==> config.mk <==
export PLATFORM = sky130hd
export DESIGN_NAME = cdc_handshake_tx
export DESIGN_NICKNAME = d
export VERILOG_FILES = /design/src/rtl/cdc_pkg.sv /design/src/rtl/sync_2ff.sv /design/src/rtl/cdc_handshake_tx.sv
export SDC_FILE = /design/constraint.sdc
export NUM_CORES = 1
export LEC_CHECK = 0
export BUFFER_PORTS_ARGS = -buffer_cell sky130_fd_sc_hd__buf_2
export CAP_MARGIN = 25
export CORE_MARGIN = 5
export CORE_UTILIZATION = 35
export CTS_BUF_LIST = sky130_fd_sc_hd__clkbuf_2 sky130_fd_sc_hd__clkbuf_4 sky130_fd_sc_hd__clkbuf_8
export CTS_CLUSTER_DIAMETER = 200
export CTS_CLUSTER_SIZE = 28
export DETAILED_ROUTE_END_ITERATION = 16
export HOLD_SLACK_MARGIN = 0.12
export SLEW_MARGIN = 20
export SYNTH_ARGS = -nofsm -noshare
export SYNTH_HDL_FRONTEND = slang
export SYNTH_SLANG_ARGS = --single-unit
==> constraint.sdc <==
create_clock -name clk -period 2.9 [get_ports clk]
set_input_delay 0.29 -clock clk [delete_from_list [all_inputs] [get_ports clk]]
set_output_delay 0.29 -clock clk [all_outputs]
set_load 0.03 [all_outputs]
==> src/rtl/cdc_pkg.sv <==
// Shared constants and FSM encoding for the four-phase handshake transmitter.
package cdc_pkg;

    localparam int DEFAULT_WIDTH   = 8;
    localparam int DEFAULT_TIMEOUT = 255;

    typedef enum logic [1:0] {
        IDLE    = 2'd0,
        REQ_HI  = 2'd1,
        WAIT_LO = 2'd2
    } state_e;

    // A TIMEOUT of 0 still needs a one-bit counter.
    function automatic int cnt_width(input int timeout);
        int w;
        w = $clog2(timeout + 1);
        return (w < 1) ? 1 : w;
    endfunction

endpackage

==> src/rtl/sync_2ff.sv <==
// Two-flop level synchronizer for a single asynchronous input bit.
module sync_2ff (
    input  logic clk,
    input  logic rst,
    input  logic d,
    output logic q
);

    logic meta_q;
    logic sync_q;

    always_ff @(posedge clk or negedge rst) begin
        if (!rst) begin
            meta_q <= 1'b0;
            sync_q <= 1'b0;
        end else begin
            meta_q <= d;
            sync_q <= meta_q;
        end
    end

    assign q = sync_q;

endmodule

==> src/rtl/cdc_handshake_tx.sv <==
// Source side of a four-phase req/ack handshake carrying one payload word,
// with an optional timeout on the ack-high phase.
module cdc_handshake_tx
    import cdc_pkg::*;
#(
    parameter int WIDTH   = DEFAULT_WIDTH,
    parameter int TIMEOUT = DEFAULT_TIMEOUT
) (
    input  logic             clk,
    input  logic             rst,
    input  logic             in_valid,
    input  logic [WIDTH-1:0] in_data,
    output logic             in_ready,
    output logic             req,
    output logic [WIDTH-1:0] tx_data,
    input  logic             ack,
    output logic             done,
    output logic             err
);

    localparam int            CW      = cnt_width(TIMEOUT);
    localparam logic [CW-1:0] CNT_MAX = CW'(TIMEOUT);

    state_e           state_q, state_d;
    logic             req_q, req_d;
    logic [WIDTH-1:0] tx_data_q, tx_data_d;
    logic [CW-1:0]    cnt_q, cnt_d;
    logic             done_q, done_d;
    logic             err_q, err_d;
    logic             aborted_q, aborted_d;
    logic             ack_s;
    logic             accept;
    logic             timeout_hit;

    sync_2ff u_ack_sync (
        .clk (clk),
        .rst (rst),
        .d   (ack),
        .q   (ack_s)
    );

    // A still-high ack from the previous transfer holds off the next one.
    assign in_ready    = (state_q == IDLE) && !ack_s;
    assign accept      = in_valid && in_ready;
    assign timeout_hit = (TIMEOUT != 0) && (cnt_q == CNT_MAX);

    always_comb begin
        state_d   = state_q;
        req_d     = req_q;
        tx_data_d = tx_data_q;
        cnt_d     = cnt_q;
        aborted_d = aborted_q;
        done_d    = 1'b0;
        err_d     = 1'b0;
        unique case (state_q)
            IDLE: begin
                if (accept) begin
                    state_d   = REQ_HI;
                    req_d     = 1'b1;
                    tx_data_d = in_data;
                    cnt_d     = '0;
                    aborted_d = 1'b0;
                end
            end
            REQ_HI: begin
                if (cnt_q != '1) begin
                    cnt_d = cnt_q + CW'(1);
                end
                // ack is checked first so a simultaneous ack beats the timeout.
                if (ack_s) begin
                    state_d = WAIT_LO;
                    req_d   = 1'b0;
                end else if (timeout_hit) begin
                    state_d   = WAIT_LO;
                    req_d     = 1'b0;
                    err_d     = 1'b1;
                    aborted_d = 1'b1;
                end
            end
            WAIT_LO: begin
                if (!ack_s) begin
                    state_d = IDLE;
                    done_d  = !aborted_q;
                end
            end
            default: begin
                state_d = IDLE;
                req_d   = 1'b0;
            end
        endcase
    end

    always_ff @(posedge clk or negedge rst) begin
        if (!rst) begin
            state_q   <= IDLE;
            req_q     <= 1'b0;
            tx_data_q <= '0;
            cnt_q     <= '0;
            done_q    <= 1'b0;
            err_q     <= 1'b0;
            aborted_q <= 1'b0;
        end else begin
            state_q   <= state_d;
            req_q     <= req_d;
            tx_data_q <= tx_data_d;
            cnt_q     <= cnt_d;
            done_q    <= done_d;
            err_q     <= err_d;
            aborted_q <= aborted_d;
        end
    end

    assign req     = req_q;
    assign tx_data = tx_data_q;
    assign done    = done_q;
    assign err     = err_q;

endmodule
* Yosys cells after proc, flatten, opt, wreduce, memory -nomap -nowiden *
Index checks and enable logic that the tools add are counted.

cells by class
  add/subtract/negate cells = 1
  equal/unequal tests = 10
  mux-type cells = 21
  bitwise gates (word level) = 1
  reduce and logical (&&, ||, !) cells = 11

operators with widths
  operator                                                                  count
  8-bit two-way mux                                                         2
  8-bit one-hot mux with 2 select lines                                     1
  1-bit two-way mux                                                         11
  2-bit inequality test (second input constant)                             5
  3-bit AND reduction                                                       3
  8-bit by 1-bit adder with 8-bit output (second input constant)            1
  8-bit == test (second input constant)                                     1
  2-bit two-way mux                                                         4
  8-bit inequality test (second input constant)                             1
  2-bit one-hot mux with 3 select lines                                     1
  4-bit AND reduction                                                       1
  3-bit by 2-bit inequality test with 1-bit output (second input constant)  1
  1-bit one-hot mux with 3 select lines                                     1
  2-bit by 1-bit == test with 1-bit output (second input constant)          1
  2-bit == test (second input constant)                                     1
  1-bit logical AND                                                         2
  1-bit zero test                                                           2
  2-bit zero test                                                           1
  1-bit one-hot mux with 2 select lines                                     1
  2-bit AND reduction                                                       1
  2-bit nonzero test                                                        1
  1-bit inverter                                                            1

storage, ports and cells
  register bits after elaboration = 24
  output and inout bits = 12
  logic and storage cells = 53

* Longest topological paths before layout *
  word-level depth = 5
  depth in mapped cells = 6

* Cells and area by module *
From an unflattened synthesis, not the netlist that was laid out.

second synthesis, totals
  cell total of the unflattened synthesis = 106
  area, all modules = 1084.8 um2

modules (own cells, without submodules)
  module            times used  cells each  area each (um2)  seq. area each (um2)
  cdc_handshake_tx  1           104         1034.7           550.5
  sync_2ff          1           2           50.0             50.0

* Worst setup path after synthesis *
OpenSTA, ideal clock, no wires.

  kind = register to register
  start point = register u_ack_sync.sync_q (netlist: u_ack_sync.q)
  end point = register cnt_q[2]
  library setup time = 0.125 ns
  data arrival time = 1.543 ns
  required time = 2.775 ns
  path slack = 1.232 ns
  stages on the path, launching flop included = 5
  buffers on the path = 1
  cell sequence = dfrtp_1 -> buf_4 -> nor3_1 -> and2_1 -> nor3_1

on the way
  word-level cells in the longest chain between the ends = 5

RTL lines
  what                                    line                     source
  start: declaration                      sync_2ff.sv:10           logic sync_q;
  start signal: assignment                sync_2ff.sv:18           sync_q <= meta_q;
  1-bit zero test                         --
  1-bit logical AND                       cdc_handshake_tx.sv:43   assign in_ready = (state_q == IDLE) && !ack_s;
  via in_ready                            cdc_handshake_tx.sv:13   output logic in_ready,
  1-bit logical AND                       cdc_handshake_tx.sv:44   assign accept = in_valid && in_ready;
  2-bit inequality test (no source line)  --
  3-bit AND reduction (no source line)    --
  end signal: assignment                  cdc_handshake_tx.sv:106  cnt_q <= cnt_d;
  end: declaration                        cdc_handshake_tx.sv:27   logic [CW-1:0] cnt_q, cnt_d;

The timed path passes the listed nets, and every way through them passes these cells.
A chain may end at the register's enable or synchronous reset.

* Final worst setup path *
  start point = register state_q[0]
  end point = register tx_data_q[3] (netlist: tx_data[3])

on the way
  word-level cells in the longest chain between the ends = 4

RTL lines
  what                                    line                                            source
  start: declaration                      cdc_handshake_tx.sv:24                          state_e state_q, state_d;
  start signal: assignment                cdc_handshake_tx.sv:103                         state_q <= state_d;
  2-bit zero test *                       cdc_handshake_tx.sv:43, cdc_handshake_tx.sv:55
  1-bit logical AND                       cdc_handshake_tx.sv:43
  1-bit logical AND                       cdc_handshake_tx.sv:44
  2-bit AND reduction (no source line) *  --
  end signal: assignment                  cdc_handshake_tx.sv:105                         tx_data_q <= tx_data_d;
  end: declaration                        cdc_handshake_tx.sv:26                          logic [WIDTH-1:0] tx_data_q, tx_data_d;

Every way passes the cells marked *; elsewhere a longest branch is shown, timed or not.

==> impl_metrics.json <==
{
  "viasPerCell": 5.34,
  "clk_latency_ps": 320,
  "avgSynthCellArea_um2": 12.2,
  "grt_max_degree": 25,
  "dp_slack_ps": 1090,
  "remaining_drc_errors": 0,
  "vias": 779,
  "fillers": 290,
  "fin_nets": 127,
  "cp_data_arrival_time_ps": 2060,
  "max_freq_mhz": 542,
  "htreeDepth": 1,
  "clkTransAtPathRegs_ps": 140,
  "syn-num-nets": 100,
  "hold_viol_final": 0,
  "place_congestion": 0.830,
  "cap_viol_max_count": 0,
  "path_max_fanout": 13,
  "relSlewSlack": 0.614,
  "r2r_slack_ps": 1060,
  "initial_core_util": 0.358,
  "track_usage": 0.113,
  "die_h_um": 65.2,
  "period_needed_ps": 1840,
  "ios": 24,
  "setup_viol": 0,
  "yosysWarnings": 0,
  "area.growth.synth_to_final_pct": 19.3,
  "rsz0062_at_grt": "false",
  "clockRootBuffer": "clkbuf_4",
  "ys_async_sr_fraction": 1.00,
  "path_class": "reg -> reg",
  "yosysUniqueCellTypes": 32,
  "drtPass1Iterations": 4,
  "cts.sinks": 24,
  "cts_tree": "done",
  "drv_slew": 0,
  "fin_ws_ps": 1060,
  "worstSetupStartpointType": "flop",
  "overflow": 0,
  "worst_slew_pin_slew_ps": 578,
  "routed_wl_um": 2140,
  "setup-tns-final_ps": 0,
  "power_mw": 1.04,
  "grt_pass1_vias": 817,
  "diodes": 0,
  "run_status": "finished, final reports clean",
  "skew_ps": 6.70,
  "netlist_instances": 87,
  "ctsResizeCount": 0,
  "ant_nets": 0,
  "coreArea_um2": 2980,
  "post_cts_buffers": 0,
  "dieWidth_um": 65.2,
  "ys_seq_elements": 24,
  "critPathRequiredTime_ps": 3110,
  "antenna_found_initial": 0,
  "min_path_type": "in -> reg",
  "core.rowCount": 20,
  "cp-end-kind": "flop",
  "drive_above_1_share": 0.310,
  "first_iter_violations": 17,
  "wire_per_inst_um": 14.7,
  "detailed_place_hpwl_um": 1550,
  "synth.cell_area_um2": 1060,
  "numCtsBuffers": 3,
  "synth_edf_count": 0,
  "p_per_area_nw_per_um2": 817,
  "grt_pass1_wl_um": 3770,
  "dieArea_um2": 4250,
  "clockBufferDepth": 2,
  "timing.final.crit_share": 0.636,
  "synth_seq_area_share": 0.564,
  "ys.flop_type": "dfrtp_1",
  "numPortBuffers": 23,
  "peakVddDrop_uv": 305,
  "leakage_nw": 0.613
}
report_power, final:
| part | total (mW) | switching (mW) | internal [mW] |
|---|---|---|---|
| Sequential | 0.474 | 0.0653 | 0.409 |
| Clock | 0.243 | 0.103 | 0.140 |
| Combinational | 0.320 | 0.193 | 0.127 |
| Total | 1.04 | 0.361 | 0.676 |
critical path, cell delays in order (launching register included):
cell and delay (ps):
dfrtp_1 490, or4b_1 850, mux2_4 400
cells in the mapped netlist (2+ instances only):
| master | count | area, µm² |
|---|---|---|
| a41oi_1 | 2 | 17.5 |
| mux2_2 | 3 | 33.8 |
| a21oi_1 | 6 | 30.0 |
| mux2_4 | 5 | 75.1 |
| a211oi_1 | 3 | 22.5 |
| o21ai_0 | 3 | 15.0 |
| nor3_1 | 4 | 20.0 |
| mux2i_1 | 3 | 30.0 |
| and3_1 | 4 | 25.0 |
| dfrtp_1 | 24 | 601 |
| nand2_1 | 8 | 30.0 |
| o211ai_1 | 2 | 15.0 |
routing by layer:
layer  track usage  wire (µm)
met5             0          0
met3        0.0222         48
met4        0.0466         27
met2         0.181       1050
met1         0.149       1020
path summary, 6_finish.rpt:
| path | end | cells past startpoint | start |
|---|---|---|---|
| hold reg to reg | u_ack_sync.q$_DFF_PN0_ | 0 | u_ack_sync.meta_q$_DFF_PN0_ |
| setup / recovery | tx_data[3]$_DFFE_PN0P_ | 2 | state_q[0]$_DFFE_PN0P_ |
| setup reg to reg | tx_data[3]$_DFFE_PN0P_ | 2 | state_q[0]$_DFFE_PN0P_ |
| max in group asynchronous | tx_data[5]$_DFFE_PN0P_ | 2 | rst |
| min in group asynchronous | cnt_q[2]$_DFFE_PN0P_ | 2 | rst |
| hold / removal | tx_data[7]$_DFFE_PN0P_ | 2 | in_data[7] |
stage by stage:
stage	instances	util	hold WS, ps	area (µm²)
3_3_place_gp	140	0.402	297	1200
4_1_cts	146	0.426	191	1270
6_report	146	0.426	201	1270
2_1_floorplan	87	-	-5.59	1060
5_1_grt	146	0.426	172	1270
3_5_place_dp	140	0.402	309	1200
timing repair:
action	4_1_cts	5_1_grt
endpoints found under the hold margin	25	0
hold buffers	2	0
setup endpoints to repair	0	0
flip-flops by register name, indices dropped and copies added (netlist names):
name,count
state_q,2
req,1
aborted_q,1
err,1
cnt_q,8
u_ack_sync.q,1
tx_data,8
u_ack_sync.meta_q,1
done,1
cells in the final DEF (no fill, tap or decap), types with 2 or more instances in the layout:
cell type / netlist / layout
clkbuf_4: 0 / 3
nand2_1: 8 / 8
buf_2: 1 / 23
nor3_1: 4 / 4
dlygate4sd3_1: 0 / 2
o21ai_0: 3 / 3
a211oi_1: 3 / 3
dfrtp_1: 24 / 24
o211ai_1: 2 / 2
mux2i_1: 3 / 3
mux2_4: 5 / 5
a41oi_1: 2 / 2
and3_1: 4 / 4
a21oi_1: 6 / 6
mux2_2: 3 / 3
final cells by class:
cell class | instances | area, µm² | share of cell area
flip-flops and latches | 24 | 601 | 0.473
repair buffers | 25 | 135 | 0.106
inverters | 1 | 3.75 | 0.00296
well taps | 33 | 41.3 | 0.0325
clock buffers | 3 | 22.5 | 0.0177
clock inverters | 1 | 30.0 | 0.0236
multi-input cells | 59 | 437 | 0.344
cells by family after synthesis:
family / after synthesis / synth area share
adders and majority gates: 1 / 0.0117
muxes: 11 / 0.130
AOI/OAI and AO/OA: 19 / 0.115
and+or+nand+nor: 28 / 0.153
DFF: 24 / 0.564
buffers and inverters: 4 / 0.0258
(Power assumes the default switching activity.)
